**src/rtl/fir_pkg.sv**
```systemverilog
// Shared types and width helpers for the serial-MAC FIR filter.
package fir_pkg;

  // Controller states: accept a sample, run the taps, emit the result.
  typedef enum logic [1:0] {
    StIdle = 2'd0,
    StMac  = 2'd1,
    StOut  = 2'd2
  } fir_state_e;

  // Bits needed to index num_taps entries (at least one bit).
  function automatic int unsigned fir_addr_width(input int unsigned num_taps);
    return (num_taps > 1) ? $clog2(num_taps) : 1;
  endfunction

  // Full-precision accumulator width: product width plus growth for num_taps terms.
  function automatic int unsigned fir_acc_width(input int unsigned data_w,
                                                input int unsigned coeff_w,
                                                input int unsigned num_taps);
    return data_w + coeff_w + $clog2(num_taps);
  endfunction

endpackage

```
**src/rtl/fir_sample_buf.sv**
```systemverilog
// Circular sample history for the FIR filter. A write stores the sample at the write
// pointer and advances it modulo N; reads return x[n-k] from tap index k.
module fir_sample_buf
  import fir_pkg::*;
#(
  parameter int unsigned gp_data_width = 8,
  parameter int unsigned gp_num_taps   = 4
) (
  input  logic                                    i_clk,
  input  logic                                    i_rst_an,
  input  logic                                    i_ena,
  input  logic                                    i_wr,
  input  logic [gp_data_width-1:0]                i_data,
  input  logic [fir_addr_width(gp_num_taps)-1:0]  i_tap,
  output logic [gp_data_width-1:0]                o_rd_data
);

  localparam int unsigned lp_aw = fir_addr_width(gp_num_taps);
  localparam logic [lp_aw:0]   lp_n      = (lp_aw + 1)'(gp_num_taps);
  localparam logic [lp_aw:0]   lp_nm1    = (lp_aw + 1)'(gp_num_taps - 1);
  localparam logic [lp_aw-1:0] lp_last   = lp_aw'(gp_num_taps - 1);

  logic [gp_data_width-1:0] r_buf [2**lp_aw];
  logic [lp_aw-1:0]         r_wp;
  logic [lp_aw:0]           w_rd_sum;
  logic [lp_aw-1:0]         w_rd_addr;

  // Read address (wp - 1 - k) mod N, formed as wp + (N-1) - k so it never goes negative.
  always_comb begin
    w_rd_sum  = {1'b0, r_wp} + lp_nm1 - {1'b0, i_tap};
    w_rd_addr = w_rd_sum[lp_aw-1:0];
    if (w_rd_sum >= lp_n) begin
      w_rd_addr = lp_aw'(w_rd_sum - lp_n);
    end
    o_rd_data = r_buf[w_rd_addr];
  end

  // Sample store and write pointer; frozen while i_ena is low.
  always_ff @(posedge i_clk or negedge i_rst_an) begin
    if (!i_rst_an) begin
      for (int unsigned i = 0; i < 2**lp_aw; i++) begin
        r_buf[i] <= '0;
      end
      r_wp <= '0;
    end else if (i_ena && i_wr) begin
      r_buf[r_wp] <= i_data;
      r_wp        <= (r_wp == lp_last) ? '0 : r_wp + 1'b1;
    end
  end

endmodule

```
**src/rtl/fir_serial_mac.sv**
```systemverilog
// Serial-MAC FIR filter: one multiply-accumulate per cycle over N taps, then a scale,
// saturate and output stage. Optional rounding via FIR_SERIAL_MAC_ROUND_EN (default:
// truncate). Result strobe arrives N+2 enabled cycles after the accepting edge.
module fir_serial_mac
  import fir_pkg::*;
#(
  parameter int unsigned gp_data_width  = 8,
  parameter int unsigned gp_coeff_width = 8,
  parameter int unsigned gp_num_taps    = 4
) (
  input  logic                                    i_clk,
  input  logic                                    i_rst_an,
  input  logic                                    i_ena,
  input  logic                                    i_valid,
  input  logic [gp_data_width-1:0]                i_data,
  output logic                                    o_ready,
  input  logic                                    i_coeff_wr,
  input  logic [fir_addr_width(gp_num_taps)-1:0]  i_coeff_addr,
  input  logic [gp_coeff_width-1:0]               i_coeff,
  output logic                                    o_valid,
  output logic [gp_data_width-1:0]                o_data
);

  localparam int unsigned lp_aw     = fir_addr_width(gp_num_taps);
  localparam int unsigned lp_acc_w  = fir_acc_width(gp_data_width, gp_coeff_width, gp_num_taps);
  localparam int unsigned lp_prod_w = gp_data_width + gp_coeff_width;
  // One spare bit so the rounding constant can never wrap the accumulator value.
  localparam int unsigned lp_rw     = lp_acc_w + 1;

  localparam logic [lp_aw-1:0]        lp_last_tap = lp_aw'(gp_num_taps - 1);
  localparam logic signed [lp_rw-1:0] lp_sat_max  = lp_rw'((2 ** (gp_data_width - 1)) - 1);
  localparam logic signed [lp_rw-1:0] lp_sat_min  = ~lp_sat_max;

  fir_state_e r_state;
  fir_state_e w_state_nxt;

  logic [lp_aw-1:0]                r_tap;
  logic signed [lp_acc_w-1:0]      r_acc;
  logic signed [gp_coeff_width-1:0] r_coeff [2**lp_aw];
  logic [gp_data_width-1:0]        r_res;
  logic                            r_res_vld;
  logic [gp_data_width-1:0]        r_o_data;
  logic                            r_o_valid;

  logic                            w_ready;
  logic                            w_accept;
  logic                            w_coeff_we;
  logic [gp_data_width-1:0]        w_x;
  logic signed [lp_prod_w-1:0]     w_prod;
  logic signed [lp_acc_w-1:0]      w_prod_ext;
  logic signed [lp_rw-1:0]         w_rnd;
  logic signed [lp_rw-1:0]         w_shift;
  logic [gp_data_width-1:0]        w_sat;

  assign w_ready    = (r_state == StIdle);
  assign w_accept   = i_ena && w_ready && i_valid;
  assign w_coeff_we = i_ena && w_ready && i_coeff_wr;
  assign o_ready    = w_ready;
  assign o_valid    = r_o_valid;
  assign o_data     = r_o_data;

  fir_sample_buf #(
    .gp_data_width (gp_data_width),
    .gp_num_taps   (gp_num_taps)
  ) u_sample_buf (
    .i_clk     (i_clk),
    .i_rst_an  (i_rst_an),
    .i_ena     (i_ena),
    .i_wr      (w_accept),
    .i_data    (i_data),
    .i_tap     (r_tap),
    .o_rd_data (w_x)
  );

  assign w_prod     = $signed(w_x) * r_coeff[r_tap];
  assign w_prod_ext = {{(lp_acc_w - lp_prod_w){w_prod[lp_prod_w-1]}}, w_prod};

`ifdef FIR_SERIAL_MAC_ROUND_EN
  // Half an output LSB added ahead of the shift gives round-half-up.
  localparam logic signed [lp_rw-1:0] lp_rnd = lp_rw'(2 ** (gp_coeff_width - 2));
  assign w_rnd = {r_acc[lp_acc_w-1], r_acc} + lp_rnd;
`else
  assign w_rnd = {r_acc[lp_acc_w-1], r_acc};
`endif

  assign w_shift = w_rnd >>> (gp_coeff_width - 1);

  // Clamp the scaled accumulator to the signed output range.
  always_comb begin
    w_sat = w_shift[gp_data_width-1:0];
    if (w_shift > lp_sat_max) begin
      w_sat = lp_sat_max[gp_data_width-1:0];
    end else if (w_shift < lp_sat_min) begin
      w_sat = lp_sat_min[gp_data_width-1:0];
    end
  end

  // Next-state logic: one IDLE accept, N MAC cycles, one OUT cycle.
  always_comb begin
    w_state_nxt = r_state;
    unique case (r_state)
      StIdle:  if (i_valid) w_state_nxt = StMac;
      StMac:   if (r_tap == lp_last_tap) w_state_nxt = StOut;
      StOut:   w_state_nxt = StIdle;
      default: w_state_nxt = StIdle;
    endcase
  end

  // State register; held while i_ena is low.
  always_ff @(posedge i_clk or negedge i_rst_an) begin
    if (!i_rst_an) begin
      r_state <= StIdle;
    end else if (i_ena) begin
      r_state <= w_state_nxt;
    end
  end

  // Datapath, coefficient store and output stage; held while i_ena is low.
  always_ff @(posedge i_clk or negedge i_rst_an) begin
    if (!i_rst_an) begin
      r_tap     <= '0;
      r_acc     <= '0;
      r_res     <= '0;
      r_res_vld <= 1'b0;
      r_o_data  <= '0;
      r_o_valid <= 1'b0;
      for (int unsigned i = 0; i < 2**lp_aw; i++) begin
        r_coeff[i] <= '0;
      end
    end else if (i_ena) begin
      r_res_vld <= 1'b0;
      r_o_valid <= r_res_vld;
      if (r_res_vld) begin
        r_o_data <= r_res;
      end
      unique case (r_state)
        StIdle: begin
          if (i_valid) begin
            r_acc <= '0;
            r_tap <= '0;
          end
        end
        StMac: begin
          r_acc <= r_acc + w_prod_ext;
          r_tap <= r_tap + 1'b1;
        end
        StOut: begin
          r_res     <= w_sat;
          r_res_vld <= 1'b1;
        end
        default: ;
      endcase
      if (w_coeff_we) begin
        r_coeff[i_coeff_addr] <= i_coeff;
      end
    end
  end

endmodule

```
**config.mk**
```make
export PLATFORM = sky130hd
export DESIGN_NAME = fir_serial_mac
export DESIGN_NICKNAME = d
export VERILOG_FILES = /design/src/rtl/fir_pkg.sv /design/src/rtl/fir_sample_buf.sv /design/src/rtl/fir_serial_mac.sv
export SDC_FILE = /design/constraint.sdc
export NUM_CORES = 1
export LEC_CHECK = 0
export ABC_AREA = 1
export BUFFER_PORTS_ARGS = -buffer_cell sky130_fd_sc_hd__buf_4
export CORE_MARGIN = 5
export CORE_UTILIZATION = 44
export DETAILED_ROUTE_END_ITERATION = 10
export SLEW_MARGIN = 15
export SYNTH_ARGS = -nofsm -noshare
export SYNTH_HDL_FRONTEND = slang
export SYNTH_SLANG_ARGS = --single-unit
```
**constraint.sdc**
```tcl
create_clock -name i_clk -period 11 [get_ports i_clk]
set_input_delay 1.1 -clock i_clk [delete_from_list [all_inputs] [get_ports i_clk]]
set_output_delay 1.1 -clock i_clk [all_outputs]
set_load 0.01 [all_outputs]
```
==> run_results.csv <==
group,metric,value,unit
placement,portBuffers,32,
layout,nets,1110,
cts,clk_pin_slew,80,ps
setup_path,cp-end-kind,"flop",
setup_path,start_kind,"flop",
placement,place_ws,3470,ps
synthesis,synthFlopType,"dfrtp_1",
sta,hold_viol_final,0,
layout,n_antenna_cell,0,
global_route,grt_overflow,0,
setup_path,worstPathRequired,11250,ps
cts,cts_setup_buffers,0,
setup_path,slowest_stage,"ha_1",
layout,layout-drive-gt1-share,0.0945,
layout,seqCellArea,2650,um^2
worst_hold_path,min_path_type,"flop to flop",
synthesis,syn_avg_cell_area,8.63,um^2
floorplanning,initial_core_util,0.447,
synthesis,syn-num-nets,1082,
global_route,grt_usage,0.175,
routing,wl_per_cell,14.5,um
placement,place_hpwl,13400,um
synthesis,synth-edff-count,0,
synthesis,ys_types,40,
cts,ctsResizeCount,0,
setup_path,path_cells,"inv_1, ha_1, mux2_2, o21ai_1, nor2_1, inv_1, fa_1, inv_1, fa_1, fa_1, fa_1, inv_1, fa_1, inv_1, ha_1, a21oi_1, nand2_1, nand2_1, nand2_1, nand2_1, nand3b_1, nand3_1, nand2_1",
synthesis,yosysWarnings,0,
sta,rsz0062_at_grt,"false",
placement,dp_cells,1177,
layout,fin_cells,1192,
global_route,antenna_found_initial,0,
sta,worstMarginPinSlew,1060,ps
synthesis,synthCells,931,
setup_path,arrival,7800,ps
floorplanning,num_io_pins,33,
routing,vias,5885,
placement,gp_congestion,0.851,
global_route,grt_pass1_wl,30400,um
synthesis,synth_seq_cells,106,
floorplanning,die_area,21100,um^2
cts,clockRootBuffer,"clkbuf_16",
sta,fin_ws,3450,ps
global_route,grt_pass1_vias,5885,
layout,fill_cells,1740,
cts,cts_hold_buf,0,
routing,drt_iter0_markers,381,
cts,htreeDepth,3,
floorplanning,row_count,49,
setup_path,critPathKind,"flop to flop",
synthesis,seq_area_frac_synth,0.330,
sta,max_clock_freq,0.132,GHz
sta,setup_tns,0,ps
sta,finClkSkew,9.08,ps
flow_run,max-cap-violations,0,
sta,setup-violations-final,0,
setup_path,crit_fanout,20,
sta,max_slew_margin,0.293,
setup_path,max_stage_delay,950,ps
routing,avgViaCountPerCell,4.94,
cts,cts_made_buffers,9,
setup_path,critPathBufInv,5,
synthesis,ys_async_sr_fraction,1.00,
routing,drt_first_pass_iters,5,
layout,multi_input_area,4640,um^2
routing,ant_nets,0,
routing,route.detailed.drc,0,
sta,fin_crit,7550,ps
setup_path,path_delay_family,"adder cells",
layout,syn_to_final_growth,8.96,%
floorplanning,fp.dieH,145,um
sta,drv_slew,0,
setup_path,r2r_slack,3450,ps
sta,fin_crit_sh,0.686,
floorplanning,core_area,18000,um^2
floorplanning,die_x,145,um
cts,worstSkewPairLatency,360,ps
global_route,grt_max_degree,58,
synthesis,netlist_area,8030,um^2
routing,totalWireLength,17300,um
cts,cts_max_path_buffers,2,
outcome,status,"finished clean",
cts,clock_sink_count,106,
cts,cts_tree,"built",
-- worst register-to-register path, stage by stage, from the launching register on --
cell and delay [ps]:
dfrtp_1 720, inv_1 390, ha_1 950, mux2_2 290
o21ai_1 210, nor2_1 870, inv_1 150, fa_1 540
inv_1 50, fa_1 510, fa_1 440, fa_1 550
inv_1 50, fa_1 490, inv_1 40, ha_1 350
a21oi_1 210, nand2_1 140, nand2_1 80, nand2_1 80
nand2_1 80, nand3b_1 80, nand3_1 90, nand2_1 60
-- per-layer routing --
layer	up-vias	part of all wire	track usage
li1	2939	-	-
met1	2828	0.48	0.249
met5	-	0	0
met3	17	0.038	0.0321
met2	101	0.47	0.280
met4	0	0.015	0.0471
-- area by class of cell --
| class | count | area share |
|---|---|---|
| multi-input combinational | 639 | 0.531 |
| sequential | 106 | 0.303 |
| clock buffer | 9 | 0.0257 |
| clock inverter | 6 | 0.00543 |
| inverter | 167 | 0.0716 |
| timing repair buffer | 36 | 0.0309 |
| tap | 229 | 0.0327 |
-- flip-flops by register name, indices dropped and copies added (netlist names) --
| signal | count |
|---|---|
| u_sample_buf.r_wp | 2 |
| r_state | 2 |
| r_acc | 18 |
| o_data | 8 |
| u_sample_buf.r_buf | 32 |
| r_res | 8 |
| r_res_vld | 1 |
| r_tap | 2 |
| r_coeff | 32 |
| o_valid | 1 |
-- metrics by stage --
| stage | area, um^2 | hold WS [ps] | util |
|---|---|---|---|
| after global placement | 8480 | 459 | 0.472 |
| after detailed placement | 8480 | 462 | 0.472 |
| after floorplan | 8030 | 445 | - |
| after CTS | 8750 | 484 | 0.487 |
| final | 8750 | 485 | 0.487 |
| after global routing | 8750 | 508 | 0.487 |
-- worst paths after layout --
check / start / to / depth (start not counted)
worst max-delay path: r_tap[0] / r_acc[14] / 23
worst min-delay path: u_sample_buf.r_buf[22] / u_sample_buf.r_buf[22] / 2
worst max register to register: r_tap[0] / r_acc[14] / 23
worst min register to register: u_sample_buf.r_buf[22] / u_sample_buf.r_buf[22] / 2
max in group asynchronous: i_rst_an / o_data[6] / 2
min in group asynchronous: i_rst_an / u_sample_buf.r_buf[11] / 1
-- cells in the mapped netlist (2+ instances only) --
cell type	n	share of area
o211ai_1	2	0.0019
a21oi_1	16	0.010
buf_6	4	0.0056
dfrtp_1	106	0.33
nor2_1	84	0.039
nand2_1	221	0.10
inv_1	164	0.077
ha_1	48	0.075
inv_2	3	0.0014
o22ai_1	8	0.0062
o21ai_0	63	0.039
and2_1	2	0.0016
nor3_1	2	0.0012
a32oi_1	5	0.0055
clkbuf_1	9	0.0042
o21ai_2	8	0.0087
mux2i_1	15	0.019
o21ai_1	25	0.016
nand2_4	4	0.0056
fa_1	80	0.20
or2_2	17	0.013
nand3_1	23	0.014
a32oi_2	2	0.0040
buf_2	4	0.0025
-- cell families after synthesis --
logic type,share of synthesized area
xor gates and xnor gates,0.00109
muxes,0.0201
AOI/OAI and AO/OA,0.0975
DFF,0.330
buffers and inverters,0.0917
adders and majority gates,0.274
and+or+nand+nor,0.185
-- cells in the final DEF, fill, tap and decap left out, types with 8 or more instances in the layout --
cell type,count
or2_2,17
buf_4,36
nor2_1,84
clkbuf_16,9
fa_1,80
nand2_1,221
o21ai_0,63
mux2i_1,15
o22ai_1,8
inv_1,164
o21ai_1,25
ha_1,48
dfrtp_1,106
a21oi_1,16
o21ai_2,8
nand3_1,23
Power is left out: the tool's default activity adds up to more than one toggle a clock period on the data nets, which glitch-free logic cannot reach.
